===== src/rtl/line_pixel_writer_pkg.sv =====
// Shared definitions for the line rasterizer back end: FSM states, common
// logic constants and the framebuffer address width helper.
package line_pixel_writer_pkg;

    typedef enum logic {
        STATE_IDLE  = 1'b0,
        STATE_CLEAR = 1'b1
    } state_e;

    localparam logic TRUE  = 1'b1;
    localparam logic FALSE = 1'b0;
    localparam logic ZERO  = 1'b0;
    localparam logic ONE   = 1'b1;

    function automatic int fb_addr_width(input int width_bits);
        return 2 * width_bits;
    endfunction

endpackage


===== src/rtl/line_pixel_writer_if.sv =====
// Pixel stream from the rasterizer plus the framebuffer write port.
// The rasterizer side is the master; the pixel writer is the slave.
interface line_pixel_writer_if #(
    parameter int WIDTH_BITS = 6,
    parameter int COLOR_BITS = 8
);
    import line_pixel_writer_pkg::*;

    localparam int ADDR_W = fb_addr_width(WIDTH_BITS);

    logic                         valid;
    logic signed [WIDTH_BITS:0]   x;
    logic signed [WIDTH_BITS:0]   y;
    logic        [COLOR_BITS-1:0] color_in;
    logic                         fb_we;
    logic        [ADDR_W-1:0]     fb_addr;
    logic        [COLOR_BITS-1:0] fb_data;

    modport master (
        output valid, x, y, color_in,
        input  fb_we, fb_addr, fb_data
    );

    modport slave (
        input  valid, x, y, color_in,
        output fb_we, fb_addr, fb_data
    );

endinterface


===== src/rtl/line_pixel_writer_sat_counter.sv =====
// Statistics counter that increments on enable and sticks at all-ones.
module sat_counter #(
    parameter int COUNT_BITS = 16
) (
    input  logic                  clk,
    input  logic                  rst,
    input  logic                  inc,
    output logic [COUNT_BITS-1:0] count
);

    logic [COUNT_BITS-1:0] count_d;
    logic [COUNT_BITS-1:0] count_q;

    function automatic logic [COUNT_BITS-1:0] sat_inc(input logic [COUNT_BITS-1:0] v);
        return (&v) ? v : v + COUNT_BITS'(1);
    endfunction

    always_comb begin
        count_d = count_q;
        if (inc) begin
            count_d = sat_inc(count_q);
        end
    end

    always_ff @(posedge clk or posedge rst) begin
        if (rst) begin
            count_q <= '0;
        end else begin
            count_q <= count_d;
        end
    end

    assign count = count_q;

endmodule


===== src/rtl/line_pixel_writer.sv =====
// Clips rasterizer pixels to the framebuffer, drives its single write port
// through a two-stage pipeline, and fills the buffer on request in idle slots.
module line_pixel_writer
    import line_pixel_writer_pkg::*;
#(
    parameter int WIDTH_BITS = 6,
    parameter int COLOR_BITS = 8,
    parameter int COUNT_BITS = 16
) (
    input  logic                  clk,
    input  logic                  reset,
    line_pixel_writer_if.slave    bus,
    input  logic                  clear_start,
    input  logic [COLOR_BITS-1:0] clear_color,
    output logic                  busy,
    output logic [COUNT_BITS-1:0] pixel_count,
    output logic [COUNT_BITS-1:0] clip_count
);

    localparam int ADDR_W = fb_addr_width(WIDTH_BITS);
    localparam logic [ADDR_W-1:0] LAST_PTR = '1;

    state_e                  state_d, state_q;
    logic [ADDR_W-1:0]       clr_ptr_d, clr_ptr_q;
    logic [COLOR_BITS-1:0]   clr_color_d, clr_color_q;
    logic                    vld_p1_d, vld_p1_q;
    logic [ADDR_W-1:0]       addr_p1_d, addr_p1_q;
    logic [COLOR_BITS-1:0]   color_p1_d, color_p1_q;
    logic                    fb_we_d, fb_we_q;
    logic [ADDR_W-1:0]       fb_addr_d, fb_addr_q;
    logic [COLOR_BITS-1:0]   fb_data_d, fb_data_q;
    logic                    in_range;
    logic                    clip_inc;

    // Sign bits clear means in range; the coordinate width bounds the top end.
    assign in_range = ~bus.x[WIDTH_BITS] & ~bus.y[WIDTH_BITS];
    assign clip_inc = bus.valid & ~in_range;

    // Stage p1: clip and address formation
    always_comb begin
        vld_p1_d   = bus.valid & in_range;
        addr_p1_d  = addr_p1_q;
        color_p1_d = color_p1_q;
        if (bus.valid) begin
            addr_p1_d  = {bus.y[WIDTH_BITS-1:0], bus.x[WIDTH_BITS-1:0]};
            color_p1_d = bus.color_in;
        end
    end

    // Stage p2: write-port arbitration, pixels pre-empt the clear engine
    always_comb begin
        state_d     = state_q;
        clr_ptr_d   = clr_ptr_q;
        clr_color_d = clr_color_q;
        fb_we_d     = FALSE;
        fb_addr_d   = fb_addr_q;
        fb_data_d   = fb_data_q;
        if (vld_p1_q) begin
            fb_we_d   = TRUE;
            fb_addr_d = addr_p1_q;
            fb_data_d = color_p1_q;
        end else if (state_q == STATE_CLEAR) begin
            fb_we_d   = TRUE;
            fb_addr_d = clr_ptr_q;
            fb_data_d = clr_color_q;
            clr_ptr_d = clr_ptr_q + ADDR_W'(ONE);
            if (clr_ptr_q == LAST_PTR) begin
                state_d = STATE_IDLE;
            end
        end
        if (state_q == STATE_IDLE && clear_start) begin
            state_d     = STATE_CLEAR;
            clr_ptr_d   = '0;
            clr_color_d = clear_color;
        end
    end

    always_ff @(posedge clk) begin
        addr_p1_q  <= addr_p1_d;
        color_p1_q <= color_p1_d;
    end

    always_ff @(posedge clk or posedge reset) begin
        if (reset) begin
            state_q     <= STATE_IDLE;
            clr_ptr_q   <= '0;
            clr_color_q <= '0;
            vld_p1_q    <= ZERO;
            fb_we_q     <= ZERO;
            fb_addr_q   <= '0;
            fb_data_q   <= '0;
        end else begin
            state_q     <= state_d;
            clr_ptr_q   <= clr_ptr_d;
            clr_color_q <= clr_color_d;
            vld_p1_q    <= vld_p1_d;
            fb_we_q     <= fb_we_d;
            fb_addr_q   <= fb_addr_d;
            fb_data_q   <= fb_data_d;
        end
    end

    sat_counter #(.COUNT_BITS(COUNT_BITS)) u_pixel_cnt (
        .clk   (clk),
        .rst   (reset),
        .inc   (vld_p1_q),
        .count (pixel_count)
    );

    sat_counter #(.COUNT_BITS(COUNT_BITS)) u_clip_cnt (
        .clk   (clk),
        .rst   (reset),
        .inc   (clip_inc),
        .count (clip_count)
    );

    assign bus.fb_we   = fb_we_q;
    assign bus.fb_addr = fb_addr_q;
    assign bus.fb_data = fb_data_q;
    assign busy        = (state_q == STATE_CLEAR);

endmodule


===== src/flat_wrapper.sv =====
// flat-port wrapper written by rule: the top's interface ports become plain ports
module line_pixel_writer_flat import line_pixel_writer_pkg::*;
#(
    parameter int WIDTH_BITS = 6,
    parameter int COLOR_BITS = 8,
    parameter int COUNT_BITS = 16
)
  (clk, reset, clear_start, clear_color, busy, pixel_count, clip_count, bus_valid, bus_x, bus_y, bus_color_in, bus_fb_we, bus_fb_addr, bus_fb_data);
  line_pixel_writer_if #(.WIDTH_BITS(WIDTH_BITS), .COLOR_BITS(COLOR_BITS)) bus_i ();
  input  logic clk;
  input  logic reset;
  input  logic clear_start;
  input  logic [COLOR_BITS-1:0] clear_color;
  output logic busy;
  output logic [COUNT_BITS-1:0] pixel_count;
  output logic [COUNT_BITS-1:0] clip_count;
  input wire logic [$bits(bus_i.valid)-1:0] bus_valid;
  input wire logic [$bits(bus_i.x)-1:0] bus_x;
  input wire logic [$bits(bus_i.y)-1:0] bus_y;
  input wire logic [$bits(bus_i.color_in)-1:0] bus_color_in;
  output wire logic [$bits(bus_i.fb_we)-1:0] bus_fb_we;
  output wire logic [$bits(bus_i.fb_addr)-1:0] bus_fb_addr;
  output wire logic [$bits(bus_i.fb_data)-1:0] bus_fb_data;
  assign bus_i.valid = bus_valid;
  assign bus_i.x = bus_x;
  assign bus_i.y = bus_y;
  assign bus_i.color_in = bus_color_in;
  assign bus_fb_we = bus_i.fb_we;
  assign bus_fb_addr = bus_i.fb_addr;
  assign bus_fb_data = bus_i.fb_data;
  line_pixel_writer #(.WIDTH_BITS(WIDTH_BITS), .COLOR_BITS(COLOR_BITS), .COUNT_BITS(COUNT_BITS)) u_core (.clk(clk), .reset(reset), .bus(bus_i), .clear_start(clear_start), .clear_color(clear_color), .busy(busy), .pixel_count(pixel_count), .clip_count(clip_count));
endmodule

===== config.mk =====
export PLATFORM = sky130hd
export DESIGN_NAME = line_pixel_writer_flat
export DESIGN_NICKNAME = d
export VERILOG_FILES = /design/src/rtl/line_pixel_writer_pkg.sv /design/src/rtl/line_pixel_writer_if.sv /design/src/rtl/line_pixel_writer_sat_counter.sv /design/src/rtl/line_pixel_writer.sv /design/src/flat_wrapper.sv
export SDC_FILE = /design/constraint.sdc
export NUM_CORES = 1
export LEC_CHECK = 0
export ABC_CLOCK_PERIOD_IN_PS = 2100
export CELL_PAD_IN_SITES_DETAIL_PLACEMENT = 0
export CELL_PAD_IN_SITES_GLOBAL_PLACEMENT = 1
export CORE_UTILIZATION = 36
export DETAILED_ROUTE_END_ITERATION = 10
export GPL_TIMING_DRIVEN = 0
export PLACE_DENSITY = 0.74
export SLEW_MARGIN = 5
export SYNTH_ARGS = -nofsm -noshare
export SYNTH_HDL_FRONTEND = slang
export SYNTH_SLANG_ARGS = --single-unit

===== constraint.sdc =====
create_clock -name clk -period 2.1 [get_ports clk]
set_clock_uncertainty 0.15 [all_clocks]
set_input_delay 0.21 -clock clk [delete_from_list [all_inputs] [get_ports clk]]
set_output_delay 0.21 -clock clk [all_outputs]
set_load 0.02 [all_outputs]

==> flow_metrics.env <==
export IMPL_status="finished, final reports clean"
export IMPL_fill_cells=1008
export IMPL_fmax_ghz=0.495
export IMPL_grt_usage_pct=17.3
export IMPL_core_area_sq_um=11000
export IMPL_viasPerCell=5.13
export IMPL_clkLatencyLatePin_ns=0.34
export IMPL_fin_crit_sh_pct=96.3
export IMPL_synth_edf_count=20
export IMPL_r2r_slack_ns=0.08
export IMPL_cp_data_required_time_ns=2.17
export IMPL_cp_endpoint="u_core.u_pixel_cnt.count[1]"
export IMPL_chipWidth_um=109
export IMPL_setup_slack_ns=0.0784
export IMPL_synth_compound_area_share_pct=7.73
export IMPL_path_clk_slew_ns=0.07
export IMPL_synth_warning_count=0
export IMPL_synth_top_area_share_pct=45.3
export IMPL_worst_pin_slew_ns=0.792
export IMPL_synthDistinctLibCells=44
export IMPL_dp_hpwl_um=6620
export IMPL_hold_viol=0
export IMPL_rsz0062_at_grt="no"
export IMPL_grt_pass1_wl_um=15700
export IMPL_p_int_w=0.00410
export IMPL_start_util_pct=37.6
export IMPL_die_y_um=109
export IMPL_p_leak_nw=2.39
export IMPL_syn_inst=372
export IMPL_gp_congestion=0.787
export IMPL_path_cells="nand3_1, or4_1, buf_6, nand2_1, mux2_1"
export IMPL_cts_max_path_buffers=2
export IMPL_ant_nets=0
export IMPL_synthFlopType="dfrtp_1"
export IMPL_worst_path_buf_inv=1
export IMPL_reg2regPathDepth=5
export IMPL_yosys_area_top_type="dfrtp_1"
export IMPL_drive_above_1_share_pct=7.97
export IMPL_p_sw_share_pct=32.6
export IMPL_syn_to_final_growth_pct=34.7
export IMPL_grt_max_degree=33
export IMPL_muxShareOfSynthArea_pct=7.70
export IMPL_yosys_top_cells_area="dfrtp_1, edfxtp_1, mux2i_1, nand2_1, o21ai_0"
export IMPL_dr_pass1_iters=4
export IMPL_ys_seq_area_share_pct=59.8
export IMPL_synthesis_nets=409
export IMPL_criticalPathCategory="flop to flop"
export IMPL_crit_path_start="u_core.u_pixel_cnt.count[5]"
export IMPL_layout_area_seq_sq_um=2480
export IMPL_layout_nets=509
export IMPL_final_common_cell="clkdlybuf4s50_1"
export IMPL_num_antenna_cells=0
export IMPL_synth_top_family_by_area="simple AND/OR/NAND/NOR gates"
export IMPL_synth_area_sq_um=4150
export IMPL_place_area_sq_um=5260
export IMPL_p_sw_w=0.00198
export IMPL_syn_avg_cell_area_sq_um=11.1
export IMPL_cts_made_buffers=9
export IMPL_combPwrFrac_pct=27.9
export IMPL_first_global_vias=3145
export IMPL_hp_class="input port to async pin"
export IMPL_worstReg2RegEnd="u_core.u_pixel_cnt.count[1]"
export IMPL_die_area_sq_um=11900
export IMPL_cts_sinks=95
export IMPL_drt_iter0_drc=138
export IMPL_io_buffers=87
export IMPL_startpoint_type="flop"
export IMPL_multi_input_area_sq_um=1620
export IMPL_antenna_found_initial=0
export IMPL_rows=38
export IMPL_r2r_start="u_core.u_pixel_cnt.count[5]"
export IMPL_min_period_ns=2.02
export IMPL_clkPwrFrac_pct=26.8
export IMPL_setup_violations=0
export IMPL_synthSimpleGateAreaFrac_pct=18.4
export IMPL_seqPwrFrac_pct=45.3
export IMPL_crit_slowest_cell="or4_1"
export IMPL_cts_tree="built"
export IMPL_drc=0
export IMPL_cp_top_family="simple AND/OR/NAND/NOR gates"
export IMPL_grt_overflow=0
export IMPL_drv_slew=0
export IMPL_power_density_nw_per_um2=1090
export IMPL_ctsHtreeMaxLevel=3
export IMPL_vias=3168
export IMPL_synth_fa_ha_area_share_pct=0.906
export IMPL_layout_common_cells="clkdlybuf4s50_1, dfrtp_1, nand2_1, o21ai_0, mux2i_1"
export IMPL_fin_area_sq_um=5590
export IMPL_drv_cap=0
export IMPL_arrival_ns=2.09
export IMPL_synthArstFlopShare_pct=78.9
export IMPL_num_io_pins=88
export IMPL_critPathMaxStageDelay_ns=0.57
export IMPL_worstSetupEndpointType="flop"
export IMPL_synth_seq_cells=95
export IMPL_vdd_drop_max_v=0.000545
export IMPL_pre_cts_ws_ns=-1.05
export IMPL_critical_path_depth=5
export IMPL_crit_fanout=7
export IMPL_avgRoutedWirePerCell_um=15.2
export IMPL_root_buffer="clkbuf_16"
export IMPL_relSlewSlack_pct=47.2
export IMPL_synthXorXnorAreaFrac_pct=3.38
export IMPL_drt_total_wl_um=9390
## synth_stat cells (4+ instances only)
master	n
and4_1	4
nand4_1	15
xnor2_1	9
mux2_2	4
a21oi_1	9
xor2_1	7
nor2b_1	5
nor2_1	15
clkbuf_1	7
inv_1	10
buf_1	4
dfrtp_1	75
nand3_1	18
mux2i_1	24
nor3_1	6
a31oi_1	4
nand2_1	63
and3_1	7
edfxtp_1	20
o21ai_0	27
## flip-flops by register name, summed over array words and instances, names as in the netlist
register                  count
u_core.u_clip_cnt.count      16
u_core.u_pixel_cnt.count     16
u_core.addr_p1_q             12
u_core.bus.fb_addr           12
u_core.clr_ptr_q             12
u_core.bus.fb_data            8
u_core.clr_color_q            8
u_core.color_p1_q             8
u_core.bus.fb_we              1
u_core.busy                   1
u_core.vld_p1_q               1
## area by class of cell
cell class | instances | share of cell area, %
buffer | 12 | 0.986
clock buffer | 9 | 4.03
clock inverter | 7 | 1.30
multi-input combinational | 254 | 29.1
timing repair buffer | 90 | 16.4
inverter | 10 | 0.739
tap | 140 | 3.14
sequential | 95 | 44.4
## cell families (layout without fill, tap and decap cells)
family | count (synthesis) | in the layout
DFF | 95 | 95
and+or+nand+nor | 150 | 150
AOI/OAI and AO/OA | 54 | 54
xor gates and xnor gates | 16 | 16
muxes | 31 | 31
buffers and inverters | 23 | 128
adders and majority gates | 3 | 3
## per-layer routing
metal  global-route usage (%)  up-vias  part of all wire (%)
met4                     7.71        0                   1.7
li1                         -     1549                     -
met3                     2.61       13                   3.5
met5                        0        -                     0
met2                     27.5       71                    47
met1                     23.5     1535                    48
## power groups by stage
stage	Sequential, W	Combinational (W)	Clock [W]
floorplan	0.00301	0.000595	0
global placement	0.00277	0.00165	0
detailed placement	0.00277	0.00170	0
CTS	0.00275	0.00171	0.00167
global route	0.00284	0.00186	0.00175
finish	0.00276	0.00169	0.00163
## per-stage QoR
| stage | power, W | setup TNS (ns) | std cells | util (%) | hold slack [ns] |
|---|---|---|---|---|---|
| after floorplan | 0.00361 | 0 | 372 | - | 0.129 |
| after global placement | 0.00442 | -13.29 | 599 | 47.3 | 0.288 |
| after detailed placement | 0.00447 | -10.26 | 601 | 47.7 | 0.289 |
| after CTS | 0.00612 | 0 | 618 | 50.4 | 0.0862 |
| after global routing | 0.00645 | 0 | 617 | 50.6 | 0.109 |
| final | 0.00608 | 0 | 617 | 50.6 | 0.0865 |
## how the worst min path moves through the flow
stage               slack (ns)  depth (start not counted)                 start                         end
global placement          0.29                          2  u_core.color_p1_q[2]       u_core.bus.fb_data[2]
detailed placement        0.29                          2  u_core.color_p1_q[6]       u_core.bus.fb_data[6]
finish                    0.09                          2                 reset  u_core.u_clip_cnt.count[7]
CTS                       0.09                          2                 reset        u_core.clr_ptr_q[11]
global route              0.11                          2                 reset        u_core.clr_ptr_q[11]
floorplan                 0.13                          1              bus_y[6]             u_core.vld_p1_q
## what timing repair did
action / 4_1_cts / 5_1_grt
setup endpoints to repair: 16 / 24
resized for setup: 4 / 7
buffers inserted: 1 / 0
hold buffers: 0 / 0
Power figures use the tool's default switching activity.
